**src/rtl/nv_fifo_ctrl_64x18.sv**
```systemverilog
// rtl/nv_fifo_ctrl_64x18.sv - valid/ready FIFO controller around a 64x18 two-port register-file RAM

module nv_fifo_ctrl_64x18 #(
  parameter int DEPTH = 64,
  parameter int AW    = 6,
  parameter int DW    = 18
) (
  input  logic          clk,
  input  logic          rst,
  // upstream
  input  logic          wr_pvld,
  output logic          wr_prdy,
  input  logic [DW-1:0] wr_pd,
  // downstream
  output logic          rd_pvld,
  input  logic          rd_prdy,
  output logic [DW-1:0] rd_pd,
  // RAM ports
  output logic          ram_we,
  output logic [AW-1:0] ram_wa,
  output logic [DW-1:0] ram_di,
  output logic          ram_re,
  output logic [AW-1:0] ram_ra,
  input  logic [DW-1:0] ram_dout,
  // power-down bus
  input  logic [31:0]   pwrbus_ram_pd,
  output logic [31:0]   pwrbus_ram_pd_o,
  // occupancy
  output logic [AW+1:0] fifo_cnt
);

  localparam logic [AW:0] RAM_FULL = (AW+1)'(DEPTH);

  logic [AW-1:0] wr_ptr_q, wr_ptr_d;
  logic [AW-1:0] rd_ptr_q, rd_ptr_d;
  logic [AW:0]   ram_cnt_q, ram_cnt_d;
  logic          rd_inflight_q, rd_inflight_d;
  logic [1:0]    out_cnt_q, out_cnt_d;
  logic [DW-1:0] head_q, head_d;
  logic [DW-1:0] skid_q, skid_d;

  logic          push;
  logic          pop;
  logic [2:0]    rd_slots_used;
  logic [1:0]    out_cnt_after_pop;

  // Handshakes and RAM port drive; the write side is purely combinational.
  always_comb begin
    wr_prdy       = (ram_cnt_q != RAM_FULL) & ~rst;
    push          = wr_pvld & wr_prdy;
    rd_pvld       = (out_cnt_q != 2'd0);
    pop           = rd_pvld & rd_prdy;
    rd_pd         = head_q;

    ram_we        = push;
    ram_wa        = wr_ptr_q;
    ram_di        = wr_pd;

    // Slots already spoken for once this cycle's pop leaves: issue only if one stays free.
    rd_slots_used = 3'(out_cnt_q) + 3'(rd_inflight_q) - 3'(pop);
    ram_re        = ~rst & (ram_cnt_q != '0) & (rd_slots_used < 3'd2);
    ram_ra        = rd_ptr_q;

    pwrbus_ram_pd_o = pwrbus_ram_pd;
    fifo_cnt      = (AW+2)'(ram_cnt_q) + (AW+2)'(out_cnt_q) + (AW+2)'(rd_inflight_q);
  end

  // Pointer and RAM occupancy next state; the slot is freed when the read is issued.
  always_comb begin
    wr_ptr_d      = push   ? wr_ptr_q + 1'b1 : wr_ptr_q;
    rd_ptr_d      = ram_re ? rd_ptr_q + 1'b1 : rd_ptr_q;
    ram_cnt_d     = ram_cnt_q + (AW+1)'(push) - (AW+1)'(ram_re);
    rd_inflight_d = ram_re;
  end

  // Output buffer: shift skid into head on pop, then land returning RAM data in the first free slot.
  always_comb begin
    head_d            = head_q;
    skid_d            = skid_q;
    out_cnt_after_pop = out_cnt_q - 2'(pop);
    if (pop) begin
      head_d = skid_q;
    end
    if (rd_inflight_q) begin
      if (out_cnt_after_pop == 2'd0) begin
        head_d = ram_dout;
      end else begin
        skid_d = ram_dout;
      end
    end
    out_cnt_d = out_cnt_after_pop + 2'(rd_inflight_q);
  end

  // State registers; reset discards everything held, including a read in flight.
  always_ff @(posedge clk) begin
    if (rst) begin
      wr_ptr_q      <= '0;
      rd_ptr_q      <= '0;
      ram_cnt_q     <= '0;
      rd_inflight_q <= 1'b0;
      out_cnt_q     <= 2'd0;
      head_q        <= '0;
      skid_q        <= '0;
    end else begin
      wr_ptr_q      <= wr_ptr_d;
      rd_ptr_q      <= rd_ptr_d;
      ram_cnt_q     <= ram_cnt_d;
      rd_inflight_q <= rd_inflight_d;
      out_cnt_q     <= out_cnt_d;
      head_q        <= head_d;
      skid_q        <= skid_d;
    end
  end

endmodule

```
**config.mk**
```make
export PLATFORM = sky130hd
export DESIGN_NAME = nv_fifo_ctrl_64x18
export DESIGN_NICKNAME = d
export VERILOG_FILES = /design/src/rtl/nv_fifo_ctrl_64x18.sv
export SDC_FILE = /design/constraint.sdc
export NUM_CORES = 1
export LEC_CHECK = 0
export BUFFER_PORTS_ARGS = -buffer_cell sky130_fd_sc_hd__buf_2
export CAP_MARGIN = 20
export CORE_MARGIN = 2
export CORE_UTILIZATION = 47
export DETAILED_ROUTE_END_ITERATION = 8
export GPL_TIMING_DRIVEN = 0
export PLACE_DENSITY = 0.84
export SYNTH_ARGS = -nofsm -noshare
export SYNTH_HDL_FRONTEND = slang
export SYNTH_SLANG_ARGS = --single-unit
export TNS_END_PERCENT = 100
```
**constraint.sdc**
```tcl
create_clock -name clk -period 6.1 [get_ports clk]
set_clock_uncertainty 0.2 [all_clocks]
set_input_delay 1.83 -clock clk [delete_from_list [all_inputs] [get_ports clk]]
set_output_delay 1.83 -clock clk [all_outputs]
set_load 0.02 [all_outputs]
```
# Word level (Yosys, flattened, before mapping)
# Index checks and enable logic that the tools add are counted.
# op_classes
add_sub_neg	10
n_lt_le_gt_ge	1
eq_ne	1
mux	3
bitwise_logic	7
n_reduce_logical	4
# ops
op	n
18-bit two-way mux	3
6-bit by 1-bit adder with 6-bit output (second input constant)	2
7-bit by 2-bit adder with 8-bit output	1
8-bit by 1-bit adder with 8-bit output	1
7-bit by 1-bit adder with 7-bit output	1
7-bit != test (second input constant)	1
7-bit nonzero test	1
7-bit by 1-bit subtractor with 7-bit output	1
1-bit bitwise AND	5
2-bit by 1-bit adder with 3-bit output	1
3-bit by 2-bit less-than comparator with 1-bit output (second input constant)	1
3-bit by 1-bit subtractor with 3-bit output	1
2-bit by 1-bit adder with 2-bit output	1
2-bit logical NOT	1
1-bit inverter	2
2-bit AND reduction	1
2-bit nonzero test	1
2-bit by 1-bit subtractor with 2-bit output	1
# word_totals
register_bits	58
in_bits	72
output_inout_bits	92
word_cells	33

# Longest topological paths before layout
# logic_depth
word_depth	6
ltp_mapped	17
mapped_depth_nobuf	17

# Worst setup path before layout
# Ideal clock, no wire load.
# synth_timing
path_kind	in2out
startpoint	input rd_prdy
endpoint	output ram_re
arrival_time_ns	3.093
required_ns	4.070
setup_slack_ns	0.977
stages	7
path_buffers	0
cell_sequence	nand3_2 o21ai_0 nand2_1 fa_1 nor2b_1 o211ai_2 inv_2
# synth_via
elab_chain_cells	4
# synth_lines
element	line_no	source
from (decl)	16	input logic rd_prdy,
1-bit bitwise AND	52	pop = rd_pvld & rd_prdy;
3-bit by 1-bit subtractor with 3-bit output	60	rd_slots_used = 3'(out_cnt_q) + 3'(rd_inflight_q) - 3'(pop);
3-bit by 2-bit less-than comparator with 1-bit output	61	ram_re = ~rst & (ram_cnt_q != '0) & (rd_slots_used < 3'd2);
1-bit bitwise AND	61	
to (decl)	22	output logic ram_re,
# No other way between the ends.

# Final worst setup path
# Same ends and word-level chain as after synthesis.

==> run metrics <==
warnings from Yosys=0; status=finished, final reports clean; CTS Hold Bufs=0; Clock Sinks=a little under 60; FF+latch count, synth=58; vias in the first global route=about 2.7k; TritonRoute pass-1 iters=4; power after layout=0.00200 W; post-CTS setup repair buffer count=0; nets=about 590; CTS tree=yes; HPWL Detailed=~6000 um; io pins=about 160; Synthesized Nets=around 470; Data required, critical path=roughly 4.1 ns; Worst Tran Pin Value=about 1.0 ns; TNS Setup=0 ns; Pint=~0.0011 W; Placer Congestion=0.868; Tmin final=roughly 5.6 ns; DRT iter0 DRCs=80; crit share post-route=0.919; GRT Util Overall=0.192; # diodes=0; clk root buf=clkbuf_8; first-pass GRT wire length=11700 um; Slew HR=0.324; DRC=0; largest net degree at the start of global routing=11; Max Fclk=0.178 GHz; main flop type after synthesis=dfxtp_1; antenna violations before repair=0; Layout area overhead=26.4%; Mean Syn Cell Area=roughly 9 um^2; final core utilization=0.620; fraction of layout cells with a size suffix above 1=0.432; switching power=approximately 0.00086 W; Clock Latency Late Sink=0.34 ns; number of flops mapped to enable cells by yosys=0; Worst setup EP type=output pin; Startpoint Class=input port; clock power share=0.183; total congestion overflow=0; Gate power share=0.529; critical path type=input port to output pin; Worst Hold Class=register to register; H-tree depth=3; Max-Cap Viols=0; Initial Utilization=0.491; mapped cell area=about 3400 um^2; final WL=about 8000 um; core area=6870 um^2; Rows=30; DR WL/cell=13.1 um; I/O Buffers=around 110; cell area power density=469 nW/um^2; cell count after synthesis=~370; unique cell type count in the Yosys netlist=48; clk buf depth=2; CTS Buf Count=9; final setup fails=0; DRT antenna net count=0; register clock-pin slew on the reported worst setup and hold paths=0.07 ns; Sequential Power Share=0.288; die area=approximately 8000 um^2; die width=around 90 um; switching share of total power=0.430; via count=a little under 3k; sequential-to-total area share from yosys stat=0.344; critical path arrival=3.58 ns; Fin Hold WS=about 0.26 ns; post_cts resized=0; Leak=approximately 2.1 nW; Pins Over Slew Limit=0; endpoints failing hold=0; worst ir drop on vdd=approximately 310 uV; chip height=between 80 and 90 um; Vias per Instance=4.90; RSZ-0062 raised after global routing=false; Max FO, Critical Path=9; Post-synth ARST share=0
-- cell usage after synthesis, types with 2 or more instances --
cell type  instances  area (um^2)
nor2_1            32          120
nand2_1           44          165
buf_6              3         33.8
o31ai_1            3         22.5
dfxtp_1           58         1160
a211oi_1           4         30.0
fa_1               4         80.1
o21ai_0            2         10.0
a21oi_1           24          120
ha_1              18          225
buf_4             51          383
nor4_1             2         12.5
a21o_1             2         15.0
buf_2              4         20.0
mux2i_1           20          200
a211oi_2          18          225
inv_1             18         67.6
o211ai_1           2         15.0
inv_2              3         11.3
nor3_1             2         10.0
clkbuf_1           7         26.3
xnor2_1           13          114
nand3_1            7         35.0
nor2b_1            6         37.5
-- worst paths after layout --
path / start / endpoint / slack [ns] / depth (start not counted)
hold reg to reg: skid_q[9] / skid_q[9] / 0.26 / 2
hold / removal: skid_q[9] / skid_q[9] / 0.26 / 2
setup reg to reg: out_cnt_q[1] / ram_cnt_q[6] / 2.09 / 16
setup / recovery: rd_prdy / ram_re / 0.49 / 9
-- per-layer routing --
layer | global-route usage | wire (um) | vias up
li1 | - | - | 1453
met1 | 0.217 | 3180 | 1345
met2 | 0.342 | 4000 | 107
met3 | 0.0532 | 523 | 13
met4 | 0.0730 | 82 | 0
met5 | 0 | 0 | -
-- cell type report --
cell class                 count  area (um^2)
buffer                        66          478
clock buffer                  11          151
clock inverter                 5         52.6
fill                         612         2610
inverter                      21         78.8
multi-input combinational    226         1650
sequential                    58         1160
tap                           96          120
timing repair buffer         113          566
-- power groups by stage --
stage | clock, W | sequential (W) | combinational (W)
after floorplan | 0 | 0.000648 | 0.000723
after global placement | 0 | 0.000579 | 0.00103
after detailed placement | 0 | 0.000585 | 0.00106
after CTS | 0.000370 | 0.000577 | 0.00107
after global routing | 0.000389 | 0.000591 | 0.00116
final | 0.000366 | 0.000576 | 0.00106
-- cell usage in the layout (no fill, tap or decap), types with 11 or more instances in the layout --
master,count
a21oi_1,24
buf_4,51
ha_1,18
a211oi_2,18
buf_2,117
nor2_1,32
mux2i_1,20
clkbuf_8,11
inv_1,18
dfxtp_1,58
xnor2_1,13
nand2_1,44
-- flip-flops by register name, indices dropped and copies added, names as in the netlist --
| register | cells |
|---|---|
| out_cnt_q | 2 |
| ram_cnt_q | 7 |
| ram_ra | 6 |
| ram_wa | 6 |
| rd_inflight_q | 1 |
| rd_pd | 18 |
| skid_q | 18 |
-- kinds of logic (layout without fill, tap and decap cells) --
| family | Yosys count | after routing | synth area share |
|---|---|---|---|
| adder cells (fa/ha/maj) | 22 | 22 | 0.0905 |
| buffers and inverters | 87 | 216 | 0.165 |
| AO/OA/AOI/OAI | 66 | 66 | 0.163 |
| flip-flops | 58 | 58 | 0.344 |
| multiplexers | 20 | 20 | 0.0594 |
| AND/OR/NAND/NOR | 104 | 104 | 0.141 |
| XOR/XNOR | 14 | 14 | 0.0364 |
-- worst max-delay path: stages --
cell and delay (ns):
buf_2 0.14, nand3_2 0.11, o21ai_0 0.17, nand2_1 0.12, fa_1 0.50, nor2b_1 0.15, o211ai_2 0.21, inv_2 0.17
buf_2 0.18
-- through the flow --
step           cells  setup WS, ns  instance area [um^2]
6_report         596         0.493                  4260
3_3_place_gp     580         0.544                  4060
5_1_grt          596         0.396                  4260
2_1_floorplan    371         0.977                  3370
3_5_place_dp     580         0.501                  4060
4_1_cts          596         0.483                  4260
(Power assumes the default switching activity.)
